<file path="src/rtl/instr_decode_stage.sv">
// Decoupled instruction decode: raw instruction in, registered control bundle out.
// Latency: 1 cycle from accept to dec_valid; sustains 1 instruction per cycle.
// Backpressure: a 1-entry skid register absorbs one decode while execute stalls; instr_ready drops once it is full.
module instr_decode_stage #(
  parameter int INSTR_BITS    = 16,
  parameter int REG_ADDR_BITS = 4,
  parameter int IMM_BITS      = 8,
  parameter int DATA_BITS     = 16,
  parameter int SIGN_EXT_IMM  = 0,
  parameter int COUNT_BITS    = 16
) (
  input  logic                     clk,
  input  logic                     reset,
  input  logic                     instr_valid,
  output logic                     instr_ready,
  input  logic [INSTR_BITS-1:0]    instr,
  input  logic                     flush,
  output logic                     dec_valid,
  input  logic                     dec_ready,
  output logic [REG_ADDR_BITS-1:0] dec_rd_addr,
  output logic [REG_ADDR_BITS-1:0] dec_rs_addr,
  output logic [REG_ADDR_BITS-1:0] dec_rt_addr,
  output logic [2:0]               dec_nzp,
  output logic [DATA_BITS-1:0]     dec_imm,
  output logic                     dec_reg_write_en,
  output logic                     dec_alu_out_mux,
  output logic                     dec_mem_read_en,
  output logic                     dec_mem_write_en,
  output logic                     dec_nzp_write_en,
  output logic                     dec_pc_mux,
  output logic                     dec_ret,
  output logic [1:0]               dec_alu_arith_mux,
  output logic [1:0]               dec_reg_input_mux,
  output logic                     dec_illegal,
  output logic                     err_illegal,
  input  logic                     err_clear,
  output logic [COUNT_BITS-1:0]    decode_count
);

  typedef struct packed {
    logic [REG_ADDR_BITS-1:0] rd;
    logic [REG_ADDR_BITS-1:0] rs;
    logic [REG_ADDR_BITS-1:0] rt;
    logic [2:0]               nzp;
    logic [DATA_BITS-1:0]     imm;
    logic                     reg_write_en;
    logic                     alu_out_mux;
    logic                     mem_read_en;
    logic                     mem_write_en;
    logic                     nzp_write_en;
    logic                     pc_mux;
    logic                     ret;
    logic [1:0]               alu_arith_mux;
    logic [1:0]               reg_input_mux;
    logic                     illegal;
  } bundle_t;

  localparam int RD_MSB = INSTR_BITS - 5;
  localparam int RS_MSB = RD_MSB - REG_ADDR_BITS;
  localparam int RT_MSB = RS_MSB - REG_ADDR_BITS;

  bundle_t                 dec_new;
  bundle_t                 out_q, out_d;
  bundle_t                 skid_q, skid_d;
  logic                    out_vld_q, out_vld_d;
  logic                    skid_vld_q, skid_vld_d;
  logic                    err_q, err_d;
  logic [COUNT_BITS-1:0]   count_q, count_d;
  logic [3:0]              op;
  logic signed [IMM_BITS-1:0] imm_s;
  logic                    accept;
  logic                    pop;

  // Skid full means the next decode has nowhere to go; flush and reset also refuse new work.
  assign instr_ready = !skid_vld_q && !flush && !reset;
  assign accept      = instr_valid && instr_ready;
  assign pop         = out_vld_q && dec_ready && !flush;

  assign op    = instr[INSTR_BITS-1 -: 4];
  assign imm_s = instr[IMM_BITS-1:0];

  // Combinational decode of the incoming raw instruction into a control bundle.
  always_comb begin
    dec_new     = '0;
    dec_new.rd  = instr[RD_MSB -: REG_ADDR_BITS];
    dec_new.rs  = instr[RS_MSB -: REG_ADDR_BITS];
    dec_new.rt  = instr[RT_MSB -: REG_ADDR_BITS];
    dec_new.nzp = instr[RD_MSB -: 3];
    if (SIGN_EXT_IMM != 0) begin
      dec_new.imm = DATA_BITS'(imm_s);
    end else begin
      dec_new.imm = DATA_BITS'(instr[IMM_BITS-1:0]);
    end
    case (op)
      4'h1: dec_new.pc_mux = 1'b1;
      4'h2: begin
        dec_new.nzp_write_en = 1'b1;
        dec_new.alu_out_mux  = 1'b1;
      end
      4'h3, 4'h4, 4'h5, 4'h6: begin
        dec_new.reg_write_en  = 1'b1;
        dec_new.reg_input_mux = 2'b00;
        dec_new.alu_arith_mux = 2'(op - 4'h3);
      end
      4'h7: begin
        dec_new.mem_read_en   = 1'b1;
        dec_new.reg_write_en  = 1'b1;
        dec_new.reg_input_mux = 2'b10;
      end
      4'h8: dec_new.mem_write_en = 1'b1;
      4'h9: begin
        dec_new.reg_write_en  = 1'b1;
        dec_new.reg_input_mux = 2'b01;
      end
      4'hA, 4'hB, 4'hC, 4'hD, 4'hE: dec_new.illegal = 1'b1;
      4'hF: dec_new.ret = 1'b1;
      default: ;
    endcase
  end

  // Next state of the output/skid pair; skid always drains into OUT before new decodes, preserving order.
  always_comb begin
    out_d      = out_q;
    skid_d     = skid_q;
    out_vld_d  = out_vld_q;
    skid_vld_d = skid_vld_q;
    if (flush) begin
      out_vld_d  = 1'b0;
      skid_vld_d = 1'b0;
    end else if (!out_vld_q || pop) begin
      if (skid_vld_q) begin
        out_d      = skid_q;
        out_vld_d  = 1'b1;
        skid_vld_d = 1'b0;
        if (accept) begin
          skid_d     = dec_new;
          skid_vld_d = 1'b1;
        end
      end else if (accept) begin
        out_d     = dec_new;
        out_vld_d = 1'b1;
      end else begin
        out_vld_d = 1'b0;
      end
    end else if (accept) begin
      skid_d     = dec_new;
      skid_vld_d = 1'b1;
    end
  end

  // Sticky error (set wins over clear) and saturating consumed-bundle counter.
  always_comb begin
    err_d   = err_q;
    count_d = count_q;
    if (err_clear) begin
      err_d = 1'b0;
    end
    if (pop && out_q.illegal) begin
      err_d = 1'b1;
    end
    if (pop && (count_q != {COUNT_BITS{1'b1}})) begin
      count_d = count_q + 1'b1;
    end
  end

  // State registers, cleared asynchronously so outputs go quiet without a clock.
  always_ff @(posedge clk or posedge reset) begin
    if (reset) begin
      out_q      <= '0;
      skid_q     <= '0;
      out_vld_q  <= 1'b0;
      skid_vld_q <= 1'b0;
      err_q      <= 1'b0;
      count_q    <= '0;
    end else begin
      out_q      <= out_d;
      skid_q     <= skid_d;
      out_vld_q  <= out_vld_d;
      skid_vld_q <= skid_vld_d;
      err_q      <= err_d;
      count_q    <= count_d;
    end
  end

  assign dec_valid         = out_vld_q;
  assign dec_rd_addr       = out_q.rd;
  assign dec_rs_addr       = out_q.rs;
  assign dec_rt_addr       = out_q.rt;
  assign dec_nzp           = out_q.nzp;
  assign dec_imm           = out_q.imm;
  assign dec_reg_write_en  = out_q.reg_write_en;
  assign dec_alu_out_mux   = out_q.alu_out_mux;
  assign dec_mem_read_en   = out_q.mem_read_en;
  assign dec_mem_write_en  = out_q.mem_write_en;
  assign dec_nzp_write_en  = out_q.nzp_write_en;
  assign dec_pc_mux        = out_q.pc_mux;
  assign dec_ret           = out_q.ret;
  assign dec_alu_arith_mux = out_q.alu_arith_mux;
  assign dec_reg_input_mux = out_q.reg_input_mux;
  assign dec_illegal       = out_q.illegal;
  assign err_illegal       = err_q;
  assign decode_count      = count_q;

endmodule

</file>
<file path="config.mk">
export PLATFORM = sky130hd
export DESIGN_NAME = instr_decode_stage
export DESIGN_NICKNAME = d
export VERILOG_FILES = /design/src/rtl/instr_decode_stage.sv
export SDC_FILE = /design/constraint.sdc
export NUM_CORES = 1
export LEC_CHECK = 0
export BUFFER_PORTS_ARGS = -buffer_cell sky130_fd_sc_hd__buf_2
export CAP_MARGIN = 20
export CORE_ASPECT_RATIO = 0.9
export CORE_MARGIN = 2
export CORE_UTILIZATION = 40
export DETAILED_ROUTE_END_ITERATION = 16
export PLACE_DENSITY = 0.77
export RECOVER_POWER = 25
export SLEW_MARGIN = 40
export SYNTH_ARGS = -nofsm -noshare
export SYNTH_HDL_FRONTEND = slang
export SYNTH_SLANG_ARGS = --single-unit
</file>
<file path="constraint.sdc">
create_clock -name clk -period 1.7 [get_ports clk]
set_input_delay 0.17 -clock clk [delete_from_list [all_inputs] [get_ports clk]]
set_output_delay 0.17 -clock clk [all_outputs]
set_load 0.02 [all_outputs]
</file>
After elaboration in Yosys (flattened, before gate mapping)

Index checks and enable logic that the tools add are counted.

Add/sub/neg operators: 2
Eq/ne operators: 17
Mux-type cells: 24
Bitwise operators: 1
Reduce and logical (&&, ||, !) cells: 21

Operator list:

| operator              | number |
|---|---|
| $mux 43               | 5 |
| $eq 4x4->1 const B    | 8 |
| $mux 1                | 17 |
| $add 16x1->16 const B | 1 |
| $eq 4x3->1 const B    | 4 |
| $ne 16x16->1 const B  | 1 |
| $eq 4x2->1 const B    | 2 |
| $logic_and 1x1->1     | 7 |
| $reduce_bool 2->1     | 3 |
| $reduce_or 6->1       | 1 |
| $reduce_or 5->1       | 1 |
| $eq 4x1->1 const B    | 1 |
| $logic_not 1->1       | 4 |
| $pmux 2 s2            | 1 |
| $reduce_or 4->1       | 1 |
| $reduce_and 3->1      | 1 |
| $reduce_bool 3->1     | 1 |
| $mux 2                | 1 |
| $ne 2x2->1 const B    | 1 |
| $reduce_and 2->1      | 1 |
| $sub 2x2->2 const B   | 1 |
| $logic_or 1x1->1      | 1 |
| $not 1->1             | 1 |

Register bits after elaboration: 105
Input bits: 22
Output and inout bits: 62
Word-level logic and storage cells: 99

Logic depth before layout (Yosys ltp)

Gate-level depths: netlist of the first run.

Depth in word-level cells: 8
Depth in mapped cells: 6
Mapped depth without buffers: 6

Least setup slack after synthesis of the first run

No wires, ideal clock.

Path kind: register to register
Start point: reg skid_vld_q
End point: reg skid_q[28] in the netlist's numbering
Setup time: 125 ps
Arrival: 1,940 ps
Required time: 1,575 ps
Setup slack: -365 ps
Cell stages (with the launch flop): 6
Path buffers: 1
Clock period less this slack: 2,065 ps
Path through: dfrtp_1 > nor3_1 > nand2_1 > nor2_2 > buf_4 > mux2_2

Cells in the longest elaborated chain, start to end: 7
Elaborated cells on any way between the ends: 9
Classes of those cells: 1 x eq/ne; 3 x mux; 5 x reduce/logical

Ends and longest elaborated chain:

| item                               | line | text |
|---|---|---|
| start, declared                    | 66   | `logic skid_vld_q, skid_vld_d;` |
| start signal, assigned             | 179  | `skid_vld_q <= skid_vld_d;` |
| $logic_not 1->1 (*)                | 75   | `assign instr_ready = !skid_vld_q && !flush && !reset;` |
| $logic_and 1x1->1 (*) (2 in a row) | 75   |  |
| net instr_ready                    | 15   | `output logic instr_ready,` |
| $logic_and 1x1->1 (*)              | 76   | `assign accept = instr_valid && instr_ready;` |
| $mux 43 (*)                        | --   |  |
| $mux 43                            | --   |  |
| $mux 43 (*)                        | --   |  |
| end signal, assigned               | 177  | `skid_q <= skid_d;` |
| end, declared                      | 64   | `bundle_t skid_q, skid_d;` |

The timed path passes the listed nets; every way through them passes the cells marked *. The select of a mux whose other input is x is not followed.
A chain may end at the register's enable or synchronous reset.

Worst setup path in the final report of the first run

Start point: reg count_q[0] (netlist: decode_count[0])
End point: reg count_q[1] (netlist: decode_count[1])

Cells in the longest elaborated chain, start to end: 2
Elaborated cells on any way between the ends: 3
Classes of those cells: 1 x add/sub; 1 x eq/ne; 1 x reduce/logical

Ends and longest elaborated chain:

| item                                                                  | line | text |
|---|---|---|
| start, declared                                                       | 68   | `logic [COUNT_BITS-1:0] count_q, count_d;` |
| start signal, assigned                                                | 181  | `count_q <= count_d;` |
| parallel branches: the longest is 2 deep, another holds $add 16x1->16 | --   |  |

Parallel ways; which one is timed is not known.

==> out/results.txt, run 1 <==
After the first detailed-routing iteration, the DRC count stood at 82. The run finished with clean final reports. The data arrival time at the worst-slack endpoint was 1.84 ns; the global-route usage over all layers was 16.1%. The number of stages on the worst hold path came out at 2. Of all nets on the critical path, the largest fanout is 10.

After floorplanning, the core was divided into 30 placement rows. Setup violations remaining at the end of the flow were counted as 0. The total negative setup slack is 0 ns, and the synthesized area per cell is 11.1 µm². The synthesized design contains 0 enable-type register cells.

The most common cell after layout, fill and taps aside was buf_2. The area enclosed by the die boundary was 8610 µm². Setup repair after global routing could not meet its margin everywhere. The design draws 0.00419 W. The run gives 0 as the number of antenna violations at the first check in global routing. The post-route minimum period was 1.61 ns; the largest vdd supply drop was 0.000335 V. Across all layers, the routed design uses 2326 vias. The count of inserted antenna diode cells is 0, and the cell leakage power is 1.98 nW. STA classifies the critical path startpoint as a flip-flop. Summing every instance area after synthesis gives 3150 µm². On the worst path, the slowest cell contributes a delay of 0.36 ns.

The tools report the end of the worst hold path as err_illegal$_DFFE_PP0P_. The floorplan step set the die width to 97.6 µm. The post-detailed-route via-to-cell ratio works out to 4.97. At the pin with the least slew margin, the transition time is 0.699 ns.

The launch instance of the worst min-delay path was err_clear. The critical path class is reg -> reg. TritonCTS built the clock tree. In this run the power density over the cells is 1070 nW/µm². Clock tree synthesis selected as its root buffer the cell clkbuf_8. The via count of the first global-routing pass was 2269. The initial cell density of the core was 41.6%. The logs give 0 for the count of endpoints failing hold in the final timing report and 0 for the warning count from the yosys run. Across the run, the number of max-cap violations was 0. For the number of detailed-route iterations in the first pass, the log shows 4.

The total overflow left after global routing is 0. The number of flip-flops and latches in the synthesized netlist came out at 63. After detailed routing, the average wire length per cell comes to 14.1 µm. Routability-driven placement finished with a final weighted congestion of 0.845. After synthesis, the netlist uses 49 different library cells.

In this run the tightest slew margin relative to its limit is 53.2%. The tools report the number of clock sinks as 63. The final clock skew came out at 0.00999 ns. The logs give 0 for the max-slew violation count and 10900 µm for the first-pass GRT wire length. Synthesis handed over a netlist of 283 instances. The clock latency at the later pin of the worst-skew pair is 0.35 ns. Cell family with the largest share of critical-path delay: simple AND/OR/NAND/NOR gates. The worst setup slack for register-to-register paths came out at 0.09 ns. Measured in cells, the most critical reg-to-reg path has a length of 6.

The longest clock path from root to sink contains 2 buffers. The final design utilization was 51.7%; the upper clock frequency limit was 620 MHz. STA classifies the critical path endpoint as a flip-flop. 84 I/O pins were placed. The H-tree generated during clock tree synthesis spans 3 levels. For the maximum number of pins on one net before global-route repair, the log shows 35. STA puts the critical path data required time at 1.93 ns. The most frequently used flop master after synthesis was dfrtp_1.

The floorplan die height was 88.2 µm; the residual antenna-violating net count after detailed routing was 0. The proportion of register bits with asynchronous set or reset after synthesis came out at 100%. The share of post-route cells with drive strength above 1 was 39.5%.

In the routed design, unresolved DRC markers number 0. The final layout contains routed wiring with a total length of 6610 µm. The signal on the critical path passes through ha_2 > nand4_1 > nor4_4 > buf_6 > nor2_2 > mux2_4.

The tools report the endpoint of the worst-slack reg-to-reg timing path as decode_count[1]$_DFFE_PP0P_. The combined buffer and inverter count along the critical path was 1; the final layout net count was 395. The region available for standard cell placement spans 7580 µm².

The slowest library cell on the worst path is dfrtp_1. The worst path uses 94.8% of the clock period. The number of clock buffers added by TritonCTS is 9. In this run the tool buffered the top-level ports with 75 buffer cells. After clock tree synthesis, the clock-pin slew on the worst setup and hold paths is 0.07 ns. The min-delay analysis places its worst path in the category in -> reg.

Detailed placement ended at an HPWL of 4910 µm. Sequential cells were found to cover 50.0% of the synthesized design area. In this run the critical register-to-register path is launched from decode_count[0]$_DFFE_PP0P_.

In the layout the commonest cells are buf_2 (74), dfrtp_1 (63), nand2_1 (27). Area overhead of the layout relative to synthesis: 24.2%.
through the flow:
stage / setup WS [ns] / hold slack, ns / cells / area [µm²]
2_1_floorplan: -0.0795 / 0.233 / 290 / 3200
3_3_place_gp: 0.0688 / 0.215 / 450 / 3680
3_5_place_dp: 0.0175 / 0.223 / 450 / 3680
4_1_cts: 0.00964 / 0.00572 / 467 / 3910
5_1_grt: -0.0136 / 0.0222 / 468 / 3920
6_report: 0.0882 / 0.0154 / 468 / 3920
worst max-delay path by stage:
stage / depth (start not counted) / startpoint / slack, ns / endpoint
detailed placement: 7 / instr[12] / 0.02 / dec_alu_arith_mux[0]$_DFFE_PP0P_
global route: 6 / decode_count[0]$_DFFE_PP0P_ / -0.01 / decode_count[1]$_DFFE_PP0P_
CTS: 5 / skid_vld_q$_DFFE_PP0P_ / 0.01 / dec_illegal$_DFFE_PP0P_
finish: 6 / decode_count[0]$_DFFE_PP0P_ / 0.09 / decode_count[1]$_DFFE_PP0P_
global placement: 5 / skid_vld_q$_DFFE_PP0P_ / 0.07 / dec_illegal$_DFFE_PP0P_
floorplan: 5 / decode_count[0]$_DFFE_PP0P_ / -0.08 / decode_count[1]$_DFFE_PP0P_
cells in the mapped netlist, types with 2 or more instances:
cell	n	area, µm²
dfrtp_1	63	1580
nand2_1	27	101
o21ai_0	24	120
buf_4	22	165
mux2_2	18	203
mux2i_1	17	170
xor2_1	12	105
a21oi_1	7	35.0
clkbuf_1	7	26.3
inv_1	7	26.3
nor2_1	7	26.3
nor4_1	7	43.8
ha_1	6	75.1
nand3_1	5	25.0
nor3_1	4	20.0
o31ai_1	4	30.0
nand3b_1	3	22.5
nor2b_1	3	18.8
nor3b_1	3	22.5
a41oi_1	2	17.5
buf_2	2	10.0
buf_6	2	22.5
nor2_2	2	12.5
nor4b_1	2	17.5
o41ai_1	2	17.5
or3_1	2	12.5
metal layers:
metal  part of all wire [%]  global-route usage (%)
met1                     44                    20.1
met2                     50                    27.5
met3                    3.7                    3.87
met4                    1.5                    6.57
met5                      0                       0
area by class of cell:
class / count / area (µm²)
well taps: 96 / 120
fillers: 686 / 3670
clock inverters: 7 / 97.6
flip-flops and latches: 63 / 1580
repair buffers: 100 / 593
inverters: 7 / 27.5
multi-input cells: 186 / 1380
clock buffers: 9 / 124
flip-flops by register name, indices dropped and copies added (netlist names), 2 cells and up:
register and flops:
dec_alu_arith_mux 2, dec_imm 2, dec_rd_addr 3, dec_rs_addr 3, dec_rt_addr 3, decode_count 16, skid_q 22
power breakdown:
| part | internal, W | switching, W |
|---|---|---|
| Clock | 0.000827 | 0.000609 |
| Combinational | 0.000377 | 0.000541 |
| Sequential | 0.00171 | 0.000125 |
| Total | 0.00291 | 0.00128 |
timing repair:
action,CTS,global route
setup endpoints to repair,0,23
resized for setup,0,4
buffers inserted,0,1
hold buffers,1,0
endpoints found under the hold margin,14,0
logic make-up (layout without fill, tap and decap cells):
family	after synthesis	count (layout)	synth area share, %
compound gates	45	45	8.37
simple gates	78	78	15.2
mux	36	36	12.3
fa+ha+maj	6	6	2.38
other cells	1	8	0.119
flops	63	63	50.0
buf+inv	41	123	8.06
xor+xnor	13	13	3.61
Power figures use the tool's default switching activity.
==> inputs of run 2 (changes only) <==
--- a/config.mk
+++ b/config.mk
@@ -5,13 +5,14 @@
 export SDC_FILE = /design/constraint.sdc
 export NUM_CORES = 1
 export LEC_CHECK = 0
+export ABC_AREA = 1
 export BUFFER_PORTS_ARGS = -buffer_cell sky130_fd_sc_hd__buf_2
 export CAP_MARGIN = 20
 export CORE_ASPECT_RATIO = 0.9
 export CORE_MARGIN = 2
 export CORE_UTILIZATION = 40
 export DETAILED_ROUTE_END_ITERATION = 16
-export PLACE_DENSITY = 0.77
+export PLACE_DENSITY = 0.76
 export RECOVER_POWER = 25
 export SLEW_MARGIN = 40
 export SYNTH_ARGS = -nofsm -noshare
==> run 2 against run 1 <==
  * Final area up 1.3%
  * Die area up 8.1%
  * Synthesized cell count up 59%
  * Register-to-register slack worse by 0.04 ns
  * Power up 4.0%
  * Worst hold slack better by 0.0096 ns
  * Sequential share of layout area down 0.51 points
  * Maximum frequency down 2.5%
==> out/results.txt, run 2 <==
Warning count from the yosys run: 0 (unchanged). TritonCTS built the clock tree. For the post-synth design cell area, the log shows 3420 µm² (+8.5%). The number of antenna violations at the first check in global routing was 0 (unchanged).

The peak fanout along the critical path was 9 (-1); the actual slew at the worst max-slew pin was 0.944 ns (+0.246 ns). The run gives 0.0115 ns (+0.00149 ns) as the final clock skew. Leaving out fill and tap cells, the most frequent cell in the layout is nand2_1. The clock input transition at the sequential cells of the worst setup and hold paths is 0.07 ns (about the same). In this run the top signal layer used is met4.

The post-route minimum period is 1.65 ns (+0.0417 ns). For the maximum number of pins on one net before global-route repair, the log shows 45 (+29%). The most frequently used flop master after synthesis was dfrtp_1. The HPWL after detailed placement is 5540 µm (+13%), and the global-route usage over all layers is 17.6% (+1.5 points). The area enclosed by the die boundary is 9310 µm² (+8.1%).

Leaving out fill and tap cells, the most frequent cells in the layout are nand2_1 (182), dfrtp_1 (63), buf_2 (52). The number of flops mapped to enable cells by yosys works out to 0 (unchanged). The final setup violation count is 0 (unchanged). The run gives 36.7% (-16 points) as the worst slew margin relative to its limit.

The number of stages on the worst setup path came out at 8 (+2). Among all cell types in the netlist, the one instantiated most often is nand2_1. In this design, the critical path's most frequently occurring cell is nand2_1. The setup path with the least slack is of type reg -> reg.

The number of clock sinks is 63 (unchanged), and the detailed-route wire length on metal 1 is 3350 µm (+14%). The required arrival time at the worst endpoint is 1.97 ns (+0.04 ns). The residual antenna-violating net count after detailed routing is 0 (unchanged), and the via count of the first global-routing pass is 2902 (+28%). Number of buffers inserted by port buffering: 75 (unchanged).

The slowest stage of the critical path is the dfrtp_1 cell. For the final-layout worst hold slack, the log shows 0.0250 ns (+0.00957 ns). The tightest min-delay check is of the in -> reg type.

The tools report the number of H-tree branching levels as 3 (unchanged). The stage delay of the slowest cell on the critical path is 0.43 ns (+0.07 ns). The run gives 9 (unchanged) as the number of buffers created by CTS. The share of the synthesized area in the top cell type was 46.1% (-3.9 points); the number of flip-flops and latches in the synthesized netlist was 63 (unchanged). STA classifies the critical path startpoint as a flip-flop.

The logs give 0.33 ns (-0.02 ns) for the clock latency at the later pin of the worst-skew pair and 2 (unchanged) for the worst-case clock buffer depth. For the first-pass GRT wire length, the log shows 13000 µm (+19%). The number of standard cells after synthesis is 450 (+59%), and the upper clock frequency limit is 605 MHz (-2.5%). The count of inserted antenna diode cells came out at 0 (unchanged).

The depth of the worst register-to-register path works out to 8 (+2). The number of DRC violations after detailed routing came out at 0 (unchanged). The run gives 0.000600 V (+79%) as the largest vdd supply drop. The number of flip-flops in the largest register works out to 22 (unchanged). The final critical-path share of the clock period works out to 97.3% (+2.5 points).

The run gives 41.8% (+0.20 points) as the initial cell density of the core. The count of endpoints failing hold in the final timing report was 0 (unchanged). The run finished with clean final reports. Synthesized area per cell: 7.60 µm² (-32%).

The overall power consumption was 0.00435 W (+4.0%). The cell family with the largest share of critical-path delay is flip-flops. Setup repair after global routing could not meet its margin everywhere. For the number of detailed-route iterations in the first pass, the log shows 4 (unchanged).

The share of post-route cells with drive strength above 1 came out at 18.2% (-21 points). Largest register by flop count: skid_q. The combined buffer and inverter count along the critical path works out to 1 (unchanged). The final layout net count was 545 (+38%); the max-cap check violation count was 0 (unchanged).

The final wirelength is 7660 µm (+16%), and the post-detailed-route via-to-cell ratio is 4.67 (-6.1%). The tools report the core area as 8180 µm² (+7.9%). The cell sitting at the root of the clock tree is a clkbuf_8.

For the length of routed met3 wiring, the log shows 423 µm (+73%). For the met2 layer wire length in the routed design, the log shows 3850 µm (+16%). The cell leakage power was 2.10 nW (+6.2%); the DRC marker count from the first detailed-route iteration was 83 (+1.2%). The worst setup path is captured at a flip-flop. Cell area power density: 1100 nW/µm² (+2.7%). The total via count after detailed routing was 2972 (+28%). The proportion of register bits with asynchronous set or reset after synthesis is 100% (unchanged), and the final RePlAce weighted congestion is 0.838 (-0.93%). Summed over all instances, the cell type with the most area after synthesis is dfrtp_1. By area the synthesized netlist is led by dfrtp_1 (46%), nand2_1 (20%), buf_4 (4.6%). The logs give 1.93 ns (+0.09 ns) for the data arrival time at the worst-slack endpoint and 0 (unchanged) for the residual overflow from global routing. The commonest cells after synthesis are nand2_1 (182), dfrtp_1 (63), inv_1 (42). Number of post-CTS setup repair buffers: 0 (unchanged).

The count of standard-cell rows came out at 31 (+3.3%). The area growth from synthesis to layout is 16.0%. Number of inserted filler cells in the final layout: 836 (+22%). Sequential element share of the synthesized area: 46.1% (-3.9 points). Walking the worst path, the cells encountered are ha_1 > nand2_1 > nor2_2 > nand2_2 > clkinv_2 > a21oi_2 > nand2_1 > nand2_1.

The logs give 30 (-39%) for the count of cell types in the netlist and 0 (unchanged) for the max-slew violation count. The floorplan die height is 91.7 µm (+4.0%), and the overall die width is 101 µm (+4.0%). Number of stages on the worst hold path: 2 (unchanged). For the I/O pin count, the log shows 84 (unchanged).

The wire length per cell came out at 12.0 µm (-15%).
-- run 2: cell types whose count changed after synthesis, sizes merged, moves of 9 or more --
cell,delta
nand3,+12
nand2,+163
o21ai,+20
mux2,-19
inv,+39
mux2i,-17
nor4,-9
nor2,+15
xor2,-11
-- run 2: final cells by class --
type,count,area (µm²),area share [%]
multi-input combinational,313,1430,36.2
clock inverter,3,40.0,1.01
tap,115,144,3.63
sequential,63,1580,39.7
timing repair buffer,83,422,10.6
clock buffer,13,169,4.26
inverter,47,181,4.57
-- run 2: cell families after synthesis --
logic type | after synthesis | synth area share (%)
other | 1 | 0.110
AOI/OAI and AO/OA | 53 | 8.12
adders and majority gates | 6 | 2.20
buffers and inverters | 81 | 12.6
xor gates and xnor gates | 6 | 1.54
DFF | 63 | 46.1
and+or+nand+nor | 240 | 29.3
-- run 2: stage by stage --
| step | utilization [%] | instance area, µm² | setup WS (ns) | setup TNS (ns) | std cells |
|---|---|---|---|---|---|
| final | 48.5 | 3970 | 0.0465 | 0 | 637 |
| after global routing | 48.5 | 3970 | -0.0824 | -0.402 | 637 |
| after CTS | 48.9 | 4000 | 0.0538 | 0 | 637 |
| after detailed placement | 46.2 | 3780 | 0.0713 | 0 | 620 |
| after global placement | 46.2 | 3780 | 0.173 | 0 | 620 |
| after floorplan | - | 3450 | 0.128 | 0 | 457 |
-- run 2: what timing repair did --
| item | CTS | global route |
|---|---|---|
| resized for setup | 0 | 0 |
| endpoints found under the hold margin | 19 | 0 |
| setup endpoints to repair | 0 | 11 |
| hold buffers | 1 | 0 |
-- run 2: routing by layer --
layer	vias to the layer above	GRT usage [%]
met1	1378	21.7
met3	5	5.18
li1	1500	-
met4	0	4.73
met2	89	29.8
met5	-	0
-- run 2: where the power goes --
group	leakage, nW	switching [W]	internal, W
sequential	0.822	0.000195	0.00179
clock	0.109	0.000561	0.000794
combinational	1.17	0.000685	0.000332
-- run 2: worst paths after layout --
| path | from | to | slack [ns] |
|---|---|---|---|
| setup / recovery | decode_count[1]$_DFFE_PP0P_ | decode_count[7]$_DFFE_PP0P_ | 0.05 |
| hold / removal | err_clear | err_illegal$_DFFE_PP0P_ | 0.02 |
| setup reg to reg | decode_count[1]$_DFFE_PP0P_ | decode_count[7]$_DFFE_PP0P_ | 0.05 |
| hold reg to reg | skid_q[0]$_DFFE_PP0P_ | skid_q[0]$_DFFE_PP0P_ | 0.48 |
| max in group asynchronous | reset | decode_count[10]$_DFFE_PP0P_ | 0.41 |
| min in group asynchronous | reset | dec_alu_arith_mux[0]$_DFFE_PP0P_ | 0.59 |
==> inputs of run 3 (changes only) <==
--- a/config.mk
+++ b/config.mk
@@ -12,7 +12,8 @@
 export CORE_MARGIN = 2
 export CORE_UTILIZATION = 40
 export DETAILED_ROUTE_END_ITERATION = 16
-export PLACE_DENSITY = 0.76
+export HOLD_SLACK_MARGIN = 0.02
+export PLACE_DENSITY = 0.74
 export RECOVER_POWER = 25
 export SLEW_MARGIN = 40
 export SYNTH_ARGS = -nofsm -noshare
==> constraint.sdc (replaced) <==
create_clock -name clk -period 1.95 [get_ports clk]
set_input_delay 0.195 -clock clk [delete_from_list [all_inputs] [get_ports clk]]
set_output_delay 0.195 -clock clk [all_outputs]
set_load 0.02 [all_outputs]
==> run 3 against run 2 <==
  * Via count unchanged
  * Combinational power is 16% lower
  * Cell count down 0.47%
  * First-iteration DRC count up 18%
  * Die area did not move
  * Maximum frequency shrank 3.4%
  * Sequential power shrank 13%
  * Non-clock buffer count is 2 lower
  * Power is 18% lower
  * Critical path type unchanged
  * Largest power group unchanged
==> out/results.txt, run 3 (synthesized netlist as in run 2, its figures left out) <==
The overall power consumption came out at 0.00358 W (-18%). Clock latency at the later pin of the worst-skew pair: 0.34 ns (about the same). The placed instance count was 618 (-0.32%); the final clock skew was 0.00532 ns (-0.00616 ns).

The number of post-CTS setup repair buffers came out at 0 (unchanged). The logs give 0.24 ns (+0.19 ns) for the worst setup slack for register-to-register paths and 584 MHz (-3.4%) for the upper clock frequency limit. The via count of the first global-routing pass is 2861 (-1.4%).

The first-pass GRT wire length came out at 12900 µm (-0.64%). Final wirelength: 7440 µm (-2.9%). The tools report the area enclosed by the die boundary as 9310 µm² (unchanged). For the area of all placed cells without fillers, the log shows 3900 µm² (-1.6%). The worst setup path is captured at a flip-flop.

The share of post-route cells with drive strength above 1 is 17.9% (-0.28 points). Kind of path behind the tightest hold check: in -> reg. The initial cell density of the core was 41.8% (unchanged). The floorplan die height was 91.7 µm (unchanged); the overall die width was 101 µm (unchanged). The number of detailed-route iterations in the first pass was 5 (+1). Largest vdd supply drop: 0.000568 V (-5.3%). The final layout net count is 543 (-0.37%), and the worst slew margin relative to its limit is 33.0% (-3.7 points). The cell area power density came out at 916 nW/µm² (-17%).

Number of H-tree branching levels: 3 (unchanged). Setup repair after global routing left no endpoint under its margin. The combined buffer and inverter count along the critical path was 1 (unchanged).

The total via count after detailed routing came out at 2972 (unchanged). The final RePlAce weighted congestion is 0.833 (-0.59%), and the count of inserted antenna diode cells is 0 (unchanged). Cell leakage power: 2.08 nW (-0.97%).

The area overhead of the layout relative to synthesis is 14.2%. The top cell types in the final layout, fill and taps aside, are nand2_1 (182), dfrtp_1 (63), buf_2 (55). The number of buffers inserted by port buffering is 75 (unchanged), and the clock input transition at the sequential cells of the worst setup and hold paths is 0.07 ns (about the same).

For the max-slew violation count, the log shows 0 (unchanged). The cell that appears most often on the critical path is nand2_1. The most common cell after layout, fill and taps aside is nand2_1. The count of endpoints failing hold in the final timing report is 0 (unchanged). Total negative setup slack: 0 ns (unchanged). Traced cell by cell, the critical path runs through ha_1 > nand2_1 > nor2_2 > nand2_2 > clkinv_2 > a21oi_2 > nand2_1 > nand2_1. The final-layout worst hold slack is 0.0340 ns (+0.00907 ns), and the actual slew at the worst max-slew pin is 1.00 ns (+0.0597 ns). The number of clock sinks was 63 (unchanged).

The tools report the count of standard-cell rows as 31 (unchanged). The maximum number of pins on one net before global-route repair was 40 (-11%); the post-detailed-route via-to-cell ratio was 4.69 (+0.47%). The critical path in this run is classified as reg -> reg. The wire length per cell is 11.7 µm (-2.4%), and the residual overflow from global routing is 0 (unchanged). Number of DRC violations after detailed routing: 0 (unchanged). The tree is rooted in a clkbuf_8.

The final critical-path share of the clock period was 87.8% (-9.5 points); the residual antenna-violating net count after detailed routing was 0 (unchanged). The post-route minimum period works out to 1.71 ns (+0.0584 ns). The stage delay of the slowest cell on the critical path is 0.46 ns (+0.03 ns). Post-route non-filler standard cell count: 634 (-0.47%). The I/O pin count is 84 (unchanged), and the placed cell area is 3760 µm² (-0.50%). For the required arrival time at the worst endpoint, the log shows 2.23 ns (+0.26 ns). Counting flops per register, the top entry is skid_q. The slowest stage of the critical path belongs to the cell dfrtp_1. The run finished with clean final reports. The tools report the number of antenna violations at the first check in global routing as 0 (unchanged). The cell family with the largest share of critical-path delay was flip-flops. The core area was 8180 µm² (unchanged).

TritonCTS built the clock tree. The data arrival time at the worst-slack endpoint was 1.99 ns (+0.06 ns). The worst-case clock buffer depth is 2 (unchanged), and the number of flip-flops in the largest register is 22 (unchanged).

The DRC marker count from the first detailed-route iteration came out at 98 (+18%). The number of buffers created by CTS was 9 (unchanged); the final setup violation count was 0 (unchanged). The peak fanout along the critical path was 9 (unchanged).

The global-route usage over all layers is 17.6% (about the same). The tools report the startpoint class of the critical path as a flip-flop. The max-cap check violation count is 0 (unchanged), and the HPWL after detailed placement is 5360 µm (-3.3%).
==> run 3: power breakdown <==
group | internal (W) | total (W) | switching (W)
clock network | 0.000482 | 0.000982 | 0.000500
registers | 0.00156 | 0.00173 | 0.000176
logic | 0.000282 | 0.000861 | 0.000579
total | 0.00232 | 0.00358 | 0.00125
==> run 3: area by class of cell <==
type                       instances  area (µm²)
inverter                          47         180
clock buffer                      11         141
clock inverter                     4        22.5
timing repair buffer              81         410
tap                              115         144
multi-input combinational        313        1430
fill                             845        4280
sequential                        63        1580
==> run 3: final timing paths <==
check,startpoint,to,cells past startpoint
worst max-delay path,decode_count[0]$_DFFE_PP0P_,decode_count[11]$_DFFE_PP0P_,8
worst min-delay path,err_clear,err_illegal$_DFFE_PP0P_,2
worst max register to register,decode_count[0]$_DFFE_PP0P_,decode_count[11]$_DFFE_PP0P_,8
worst min register to register,skid_q[0]$_DFFE_PP0P_,skid_q[0]$_DFFE_PP0P_,2
max in group asynchronous,reset,decode_count[3]$_DFFE_PP0P_,4
min in group asynchronous,reset,skid_vld_q$_DFFE_PP0P_,3
==> run 3: repair_timing <==
item / 4_1_cts / 5_1_grt
hold buffers: 1 / 0
gates resized for setup: 0 / 0
endpoints found under the hold margin: 24 / 0
==> run 3: stage by stage <==
step	util, %	setup WS [ns]
5_1_grt	47.7	0.100
6_report	47.7	0.238
3_3_place_gp	46.0	0.370
4_1_cts	48.1	0.247
2_1_floorplan	-	0.185
3_5_place_dp	46.0	0.261
==> run 3: per-layer routing <==
layer  GRT usage, %  routed length, µm  vias up
met1           22.0               3340     1394
met3           5.34                392        8
met5              0                  0        -
li1               -                  -     1488
met4           4.05                 72        0
met2           29.7               3640       82
